==> src/rtl/picomips_core.sv <==
// picomips_core: parametrised picoMIPS execution core.
// One instruction per cycle from an external combinational program ROM,
// with a synchronised sw8 release handshake (WAIT) and a terminal HALT state.
module picomips_core #(
    parameter int unsigned n     = 8,
    parameter int unsigned Psize = 5,
    parameter int unsigned Rsize = 3,
    localparam int unsigned Isize = 4 + 2 * Rsize + n
) (
    input  logic             clk,
    input  logic             reset,
    input  logic [n-1:0]     sw,
    input  logic             sw8,
    input  logic [Isize-1:0] instr,
    output logic [Psize-1:0] prog_addr,
    output logic [n-1:0]     display,
    output logic             waiting,
    output logic             halted
);

    localparam int unsigned NREG = 2 ** Rsize;

    // Opcodes; 10..14 are unassigned and execute as NOP.
    localparam logic [3:0] OP_NOP  = 4'd0;
    localparam logic [3:0] OP_ADD  = 4'd1;
    localparam logic [3:0] OP_ADDI = 4'd2;
    localparam logic [3:0] OP_SUB  = 4'd3;
    localparam logic [3:0] OP_MULI = 4'd4;
    localparam logic [3:0] OP_LDSW = 4'd5;
    localparam logic [3:0] OP_WAIT = 4'd6;
    localparam logic [3:0] OP_BEQ  = 4'd7;
    localparam logic [3:0] OP_JMP  = 4'd8;
    localparam logic [3:0] OP_DISP = 4'd9;
    localparam logic [3:0] OP_HALT = 4'd15;

    localparam logic [1:0] S_RUN  = 2'd0;
    localparam logic [1:0] S_WAIT = 2'd1;
    localparam logic [1:0] S_HALT = 2'd2;

    logic [1:0]       state_q, state_d;
    logic [Psize-1:0] pc_q, pc_d;
    logic [n-1:0]     disp_q, disp_d;
    logic             waiting_q, halted_q;
    logic             s1_q, s2_q, s3_q;
    logic [n-1:0]     regs_q [NREG];

    logic [3:0]       opcode;
    logic [Rsize-1:0] rd_idx, rs_idx;
    logic [n-1:0]     imm;
    logic [n-1:0]     rd_val, rs_val;
    logic             release_c;
    logic             wr_en;
    logic [n-1:0]     wr_data;
    logic [Psize-1:0] pc_inc;

    logic signed [2*n-1:0] mul_a, mul_b, mul_p;
    logic [n-1:0]          mul_res;

    // Instruction field decode.
    assign opcode = instr[Isize-1 -: 4];
    assign rd_idx = instr[Isize-5 -: Rsize];
    assign rs_idx = instr[Isize-5-Rsize -: Rsize];
    assign imm    = instr[n-1:0];

    // Register 0 is hard-wired to zero on read.
    assign rd_val = (rd_idx == Rsize'(0)) ? '0 : regs_q[rd_idx];
    assign rs_val = (rs_idx == Rsize'(0)) ? '0 : regs_q[rs_idx];

    // One-cycle pulse on a synchronised falling edge of sw8.
    assign release_c = s3_q & ~s2_q;

    assign pc_inc = pc_q + Psize'(1);

    // Q1.(n-1) fractional multiply: keep product bits [2n-2:n-1].
    assign mul_a   = {{n{rd_val[n-1]}}, rd_val};
    assign mul_b   = {{n{imm[n-1]}}, imm};
    assign mul_p   = mul_a * mul_b;
    assign mul_res = n'(mul_p >>> (n - 1));

    // Next-state, PC, display and register write decode.
    always_comb begin
        state_d = state_q;
        pc_d    = pc_q;
        disp_d  = disp_q;
        wr_en   = 1'b0;
        wr_data = rd_val;

        case (state_q)
            S_RUN: begin
                pc_d = pc_inc;
                case (opcode)
                    OP_NOP: ;
                    OP_ADD: begin
                        wr_en   = 1'b1;
                        wr_data = rd_val + rs_val;
                    end
                    OP_ADDI: begin
                        wr_en   = 1'b1;
                        wr_data = rd_val + imm;
                    end
                    OP_SUB: begin
                        wr_en   = 1'b1;
                        wr_data = rd_val - rs_val;
                    end
                    OP_MULI: begin
                        wr_en   = 1'b1;
                        wr_data = mul_res;
                    end
                    OP_LDSW: begin
                        wr_en   = 1'b1;
                        wr_data = sw;
                    end
                    OP_WAIT: begin
                        state_d = S_WAIT;
                        pc_d    = pc_q;
                    end
                    OP_BEQ: begin
                        if (rd_val == rs_val) begin
                            pc_d = Psize'(imm);
                        end
                    end
                    OP_JMP: begin
                        pc_d = Psize'(imm);
                    end
                    OP_DISP: begin
                        disp_d = rd_val;
                    end
                    OP_HALT: begin
                        state_d = S_HALT;
                        pc_d    = pc_q;
                    end
                    default: ;
                endcase
            end
            S_WAIT: begin
                if (release_c) begin
                    pc_d    = pc_inc;
                    state_d = S_RUN;
                end
            end
            S_HALT: ;
            default: begin
                state_d = S_RUN;
            end
        endcase
    end

    // State, PC, display and status flag registers.
    always_ff @(posedge clk) begin
        if (reset) begin
            state_q   <= S_RUN;
            pc_q      <= '0;
            disp_q    <= '0;
            waiting_q <= 1'b0;
            halted_q  <= 1'b0;
        end else begin
            state_q   <= state_d;
            pc_q      <= pc_d;
            disp_q    <= disp_d;
            waiting_q <= (state_d == S_WAIT);
            halted_q  <= (state_d == S_HALT);
        end
    end

    // Register file; writes to register 0 are dropped.
    always_ff @(posedge clk) begin
        if (reset) begin
            for (int i = 0; i < int'(NREG); i++) begin
                regs_q[i] <= '0;
            end
        end else if (wr_en && (rd_idx != Rsize'(0))) begin
            regs_q[rd_idx] <= wr_data;
        end
    end

    // Two-flop synchroniser plus history flop for sw8 edge detection.
    always_ff @(posedge clk) begin
        if (reset) begin
            s1_q <= 1'b1;
            s2_q <= 1'b1;
            s3_q <= 1'b1;
        end else begin
            s1_q <= sw8;
            s2_q <= s1_q;
            s3_q <= s2_q;
        end
    end

    assign prog_addr = pc_q;
    assign display   = disp_q;
    assign waiting   = waiting_q;
    assign halted    = halted_q;

endmodule

==> config.mk <==
export PLATFORM = sky130hd
export DESIGN_NAME = picomips_core
export DESIGN_NICKNAME = d
export VERILOG_FILES = /design/src/rtl/picomips_core.sv
export SDC_FILE = /design/constraint.sdc
export NUM_CORES = 1
export LEC_CHECK = 0
export CORE_UTILIZATION = 45
export CTS_CLUSTER_DIAMETER = 60
export DETAILED_ROUTE_END_ITERATION = 16
export GPL_TIMING_DRIVEN = 0
export SYNTH_ARGS = -nofsm -noshare
export SYNTH_HDL_FRONTEND = slang
export SYNTH_SLANG_ARGS = --single-unit
export TNS_END_PERCENT = 30
==> constraint.sdc <==
create_clock -name clk -period 20.9 [get_ports clk]
set_input_delay 6.27 -clock clk [delete_from_list [all_inputs] [get_ports clk]]
set_output_delay 6.27 -clock clk [all_outputs]
set_load 0.1 [all_outputs]
### Word level (Yosys, flattened, before mapping)

Memory sizes are Yosys's and may differ from the RTL's.
Index checks and enable logic that the tools add are counted.

* $mul: 1
* shifts and indexed selects: 0
* multiplexer cells: 21
* reductions and logical operators: 11
* div/mod/pow operators: 0
* bitwise gates (word level): 2
* $lt $le $gt $ge: 0
* $add $sub $neg: 4
* equality and inequality tests: 17

Operator list (count)
* 8-bit case mux with 5 select lines: 1
* 8-bit two-way mux: 4
* 8-bit adder: 2
* 4-bit by 3-bit equality test with 1-bit output, second input constant: 4
* 8-bit by 8-bit multiplier with 15-bit output: 1
* 5-bit case mux with 3 select lines: 1
* 4-bit equality test, second input constant: 3
* 5-bit two-way mux: 2
* 5-bit case mux with 2 select lines: 1
* 4-bit by 2-bit equality test with 1-bit output, second input constant: 2
* 8-bit equality test: 1
* 1-bit two-way mux: 8
* 8-bit OR reduction: 1
* 8-bit subtractor: 1
* 3-bit logical NOT: 2
* 2-bit case mux with 3 select lines: 1
* 5-bit by 1-bit adder with 5-bit output, second input constant: 1
* 5-bit OR reduction: 1
* 2-bit by 1-bit equality test with 1-bit output, second input constant: 2
* 2-bit equality test, second input constant: 2
* 4-bit by 1-bit equality test with 1-bit output, second input constant: 1
* 2-bit != test, second input constant: 2
* 2-bit case mux with 2 select lines: 1
* 3-bit two-way mux: 1
* other kinds (10): 10

* input port bits: 29
* output and inout bits: 15
* memory bits (read-only): 0
* bits in registers: 20
* logic and storage cells: 65
* memory bits (writable): 64
* bits in latches: 0
* memories: 1

Memory list
* regs_q: words 8, bits a word 8, read ports 2, clocked after Yosys merged registers in 0, wr ports 8, RTL line 45 `logic [n-1:0] regs_q [NREG];`

### Longest topological paths before layout

Gate-level depths: netlist of run 1.

* depth in word-level cells: 10
* depth in mapped cells: 23
* gate-level depth less buffers: 20

### Worst setup path before layout of run 1

No wires, ideal clock.

* kind: input to register
* start: in instr[12]
* end: mem regs_q[5][6], data pin
* arrival: 11.854 ns
* library setup time: 0.152 ns
* buffers on the path: 3
* required time: 20.748 ns
* cell stages on the path: 22
* setup slack: 8.895 ns
* cells stage by stage: buf_6 > buf_2 > mux2_2 > a221oi_1 > a21oi_1 > clkbuf_1 > and2_1 > fa_1 > inv_1 > fa_1 > inv_1 > fa_1 > inv_1 > fa_1 > inv_1 > ha_1 > and4b_1 > a221o_2 > a211o_1 > a211o_1 > a211o_2 > a21oi_1

RTL lines
* start: declaration: RTL line 14 `input logic [Isize-1:0] instr,`
* end: declaration: RTL line 45

==> results of run 1 <==
-- cells by family after synthesis --
kind of cell             Yosys count  share of synthesized area [%]
other                              1                         0.0513
adder cells (fa/ha/maj)           92                           21.1
AND/OR/NAND/NOR                  247                           17.3
XOR/XNOR                          22                           2.64
AO/OA/AOI/OAI                    143                           13.5
multiplexers                      44                           9.02
buffers and inverters            125                           6.69
flip-flops                        79                           29.7
-- path summary, 6_finish.rpt --
check                           slack [ps]  depth (start not counted)      endpoint
worst max register to register       14080                         20  regs_q[1][3]
worst min-delay path                   410                          1          s2_q
worst max-delay path                  7060                         22  regs_q[1][3]
worst min register to register         410                          1          s2_q
-- cells in the final DEF (no fill, tap or decap), types with 4 or more instances in the layout --
cell type        instances
clkbuf_16                9
o21ai_0                 29
o211ai_1                 4
a211o_1                  5
inv_6                    4
a21oi_1                 43
a221oi_1                10
xnor2_1                 16
dfxtp_1                 20
and3_1                   4
mux2_2                  12
nand3_1                 11
inv_1                   89
nor2b_1                 13
a221o_1                  6
mux4_2                  16
mux2i_1                 15
nand2b_1                18
xor2_1                   6
edfxtp_1                59
nor2_1                  80
a21o_1                   4
a211oi_1                 4
clkdlybuf4s50_1         32
fa_1                    52
buf_2                    7
or2_2                    6
clkbuf_1                25
nand2_1                 43
ha_1                    40
nor3_1                  10
and2_1                  38
-- sequential cells by signal, summed over array words and instances, names as in the netlist --
signal,count
state_q,2
waiting,1
regs_q,59
halted,1
s3_q,1
s2_q,1
display,8
s1_q,1
prog_addr,5
-- per-stage QoR --
step           worst slack, ps  instances
3_3_place_gp              6850       1003
5_1_grt                   6800       1019
4_1_cts                   7190       1019
3_5_place_dp              6810       1003
2_1_floorplan             8890        755
6_report                  7060       1019
-- power groups by stage --
stage | sequential (mW) | clock, mW | combinational (mW)
final | 0.180 | 0.179 | 0.354
after global routing | 0.181 | 0.186 | 0.402
after CTS | 0.180 | 0.181 | 0.354
after detailed placement | 0.184 | 0 | 0.351
after global placement | 0.183 | 0 | 0.345
after floorplan | 0.193 | 0 | 0.265
-- metal layers --
layer	vias up	global-route usage [%]	wire, um
met5	-	0	0
met4	0	13.5	936
met3	60	4.83	1280
met2	210	47.6	10500
met1	2846	32.6	8440
li1	2718	-	-
-- layout make-up --
| type | instances | area, um2 | area share, % |
|---|---|---|---|
| buffer | 36 | 155 | 1.88 |
| timing repair buffer | 32 | 320 | 3.89 |
| clock inverter | 7 | 106 | 1.29 |
| clock buffer | 9 | 225 | 2.73 |
| sequential | 79 | 2170 | 26.4 |
| inverter | 89 | 334 | 4.05 |
| tap | 216 | 270 | 3.28 |
| multi-input combinational | 551 | 4660 | 56.5 |
==> results.md, run 1 <==
* Status: finished clean
* Routed WL per cell at 20.8 um
* Switching power share of the total at 39.3%
* Site Rows at 46
* Top delay family on crit path: compound AO/OA/AOI/OAI gates
* Synthesized cell area at 7310 um2
* Total grt overflow at 0
* Layout area overhead at 12.7%
* Worst path arrival time at about 14000 ps
* Starting density of the core at a little under half
* Hold wc startpoint: s1_q
* RD Place Congestion at just over 0.9
* Yosys warning total at 0
* Clk_lat worst skew at 360 ps
* Die area at roughly 17000 um2
* Final antenna-violating net count at 0
* Primary FF master, synth: edfxtp_1
* Worst Tran Pin Value at 1200 ps
* Min-Delay Path Class: reg2reg
* TNS Setup at 0 ps
* Fin. max-slew vios at 0
* Final period util at 66.2%
* Crit. Startpoint: instr[12]
* Static Leak at 3.41 nW
* Filler cells at around 1500
* Pwr Density at between 80 and 90 nW/um2
* Initial antenna violation count at 0
* Ant diodes at 0
* Peak supply drop at around 0.000055 V
* Die W at 129 um
* Global Route Usage Sum at a little over a quarter
* Cell count after synthesis at 753
* Min Tclk post-route at 13840 ps
* Pin count of the biggest net entering global routing at 17
* Tot Pwr at ~0.7 mW
* Yosys top cell by area: edfxtp_1
* Most frequent cell after synthesis: inv_1
* Vias/cell at 5.73
* CTS buffer count at 9
* Vias in the first global route at 5983
* Postcts setup bufs at 0
* Clock Skews at approximately 6.4 ps
* Final Routed Wirelength at 21.2 mm
* Final hold vios at 0
* Max stage delay on crit path at roughly 800 ps
* PortBufs at 32
* Yosys reg bits at 79
* Clk pwr share at between 20% and 30%
* Layout cell share with drive strength beyond 1 at 9.84%
* Int Pwr at approximately 0.43 mW
* Top post-synthesis cells by area: edfxtp_1, fa_1, ha_1, dfxtp_1, mux4_2
* Final setup vio count at 0
* Chip Height at 129 um
* Core area at 15900 um2
* H-Tree Depth at 3
* Clock Tree Root: clkbuf_16
* Max-cap viol count at 0
* CTS tree: done
* Sequential-to-total area share from yosys stat at 29.7%
* Hold buffers post-CTS at 0
* Global-route wire length before repair at 33.2 mm
* Max Freq at 72.3 MHz
* Worst-case clock buffer depth at 2
* HPWL Detailed at 16.0 mm
* Drt first pass iters at 5
* Synth top area share at between 20% and 30%
* Final Util at 51.9%
* Worst-path clk slew at 60 ps
* CP endpoint kind: flip-flop
* Post-Syn Area per Cell at between 9 and 10 um2
* Combined buffer and inverter count along the critical path at 6
* Cell area after layout at 8240 um2
* Synth cell types at 73
* RSZ-0062 raised after global routing: false
* DRT iter0 DRCs at 358
* Startpoint types: input port
* Sequential share of power at 25.3%
* DRC viols at 0
* Sink Count at 79
* FFs w/ async S/R, synth at 0%
* CP cell instances: clkdlybuf4s50_1 -> buf_6 -> nor2b_1 -> a221oi_1 -> a21oi_1 -> inv_1 -> nand2_1 -> fa_1 -> fa_1 -> inv_1 -> fa_1 -> inv_1 -> fa_1 -> inv_1 -> ha_1 -> and4b_1 -> a221o_2 -> a21boi_0 -> o21ai_0 -> and3_1 -> o22ai_1 -> nor2_1
* IO Pins at 44
* Post-CTS resize count at 0
* Worst hold slack at slightly above 400 ps
* Area after DPL at 7910 um2
* CP max stage cell: a21oi_1
* Switch Pwr at 0.280 mW
* Slew headroom at 19.8%
* Layout net count at 919
* Via total after detailed routing at 5834
* Setup CP Type: in2reg
* RR Startpoint: regs_q[3][0]
* Comb pwr share at 49.6%
* Number of flops mapped to enable cells by yosys at ~60
* Req. time, crit path at 20980 ps
* Top cells by count, synth: inv_1, nor2_1, edfxtp_1
* Critical Path Fanout Max at 10
No activity file was read; power rests on OpenSTA's default activity.
==> run 2, diff against run 1 <==
PLACE_DENSITY = 0.66   (was unset)
clock period = 11.3 ns   (was 20.9 ns; I/O delays follow)
==> results.md, run 2 (synthesis results as in run 1) <==
* Total grt overflow at 0
* Cell area after layout at 8230 um2
* Top delay family on crit path: adder cells
* RD Place Congestion at 0.953
* Worst hold slack at 409 ps
* Layout net count at 919
* Worst path arrival time at 10560 ps
* Startpoint types: input port
* Register area at 2170 um2
* Tot Pwr at between 1 and 1.5 mW
* CP endpoint kind: flip-flop
* Status: finished clean
* Filler cells at 1471
* DRT iter0 DRCs at 386
* Worst-case clock buffer depth at 2
* CP max stage cell: clkdlybuf4s50_1
* Final setup vio count at 0
* Pin count of the biggest net entering global routing at 15
* Layout area overhead at 12.6%
* Clk_lat worst skew at approximately 350 ps
* Postcts setup bufs at 0
* H-Tree Depth at 3
* Die W at 129 um
* PortBufs at 32
* TNS Setup at 0 ps
* RSZ-0062 raised after global routing: false
* Final Routed Wirelength at 19.5 mm
* Routed WL per cell at roughly 19 um
* Vias in the first global route at ~5900
* Slew headroom at between 20% and 30%
* Max reg flops at 59
* Most common cell after layout, fill and taps aside: inv_1
* CTS tree: done
* Global-route wire length before repair at 31.2 mm
* Layout cell share with drive strength beyond 1 at under 10%
* Static Leak at between 3 and 4 nW
* Clock Tree Root: clkbuf_16
* CTS buffer count at 9
* Ant diodes at 0
* Starting density of the core at 46.0%
* Setup CP Type: in2reg
* Critical Path Fanout Max at 11
* Max-cap viol count at 0
* Min-Delay Path Class: reg2reg
* Core area at 15900 um2
* Final period util at 92.9%
* Req. time, crit path at between 10000 and 15000 ps
* Vias/cell at 5.72
* Die area at 16800 um2
* Worst-path clk slew at 60 ps
* Site Rows at 46
* Post-CTS resize count at 0
* Peak supply drop at around 0.00015 V
* Pwr Density at 159 nW/um2
* Combined buffer and inverter count along the critical path at 8
* Final hold vios at 0
* Drt first pass iters at 5
* Global Route Usage Sum at 24.7%
* DRC viols at 0
* Min Tclk post-route at ~10000 ps
* Max stage delay on crit path at 650 ps
* Clock Skews at 7.51 ps
* Chip Height at around 130 um
* Area after DPL at just under 8000 um2
* Initial antenna violation count at 0
* Finished Layout Cells at 1019
* Max Freq at 95.2 MHz
* Via total after detailed routing at 5826
* Fin. max-slew vios at 0
* Commonest non-fill, non-tap cells in the layout: inv_1, nor2_1, edfxtp_1
* Sink Count at 79
* Area occupied by multi-input gates at ~4700 um2
* Worst Tran Pin Value at 1180 ps
* Final antenna-violating net count at 0
* Biggest register: regs_q
* Hold buffers post-CTS at 0
* IO Pins at 44
* Dpl cells at 1003
* CP cell instances: clkdlybuf4s50_1 -> buf_6 -> buf_2 -> mux2_2 -> a221oi_1 -> a21oi_1 -> clkbuf_1 -> and2_1 -> fa_1 -> inv_1 -> fa_1 -> inv_1 -> fa_1 -> inv_1 -> fa_1 -> inv_1 -> ha_1 -> and4b_1 -> a221o_2 -> a21boi_0 -> o21ai_0 -> and3_1 -> o22ai_1 -> nor2_1
* HPWL Detailed at 15.7 mm
==> run 2: cell types whose count changed in the layout (fill, tap and decap cells not counted) <==
cell	change
inv_8	-1
clkbuf_1	+1
inv_6	-3
clkinv_4	+2
clkinvlp_4	+1
==> run 2: power by group <==
group	switching, mW	internal (mW)	total (mW)
Clock	0.123	0.195	0.318
Combinational	0.380	0.279	0.659
Sequential	0.00901	0.325	0.334
==> run 2: worst paths after layout <==
path                     start      endpoint  slack [ps]  cells after the start
setup / recovery     instr[12]  regs_q[6][3]         800                     24
hold / removal            s1_q          s2_q         410                      1
setup reg to reg  regs_q[4][3]  regs_q[6][3]        4700                     21
hold reg to reg           s1_q          s2_q         410                      1
==> run 2: layout make-up <==
cell class | count | share of cell area (%)
Multi-Input combinational cell | 551 | 56.6
Sequential cell | 79 | 26.4
Inverter | 89 | 4.06
Timing Repair Buffer | 32 | 3.89
Tap cell | 216 | 3.28
Clock buffer | 10 | 2.78
Buffer | 36 | 1.88
Clock inverter | 6 | 1.14
==> run 2: through the flow <==
step	worst slack, ps	util (%)
2_1_floorplan	2170	-
4_1_cts	809	51.8
3_3_place_gp	556	49.8
6_report	801	51.8
5_1_grt	290	51.8
3_5_place_dp	440	49.8
==> run 2: metal layers <==
layer	global-route usage (%)	wire, um	vias up
li1	-	-	2710
met1	30.5	8020	2885
met2	43.5	10000	188
met3	4.13	935	43
met4	9.17	505	0
met5	0	0	-
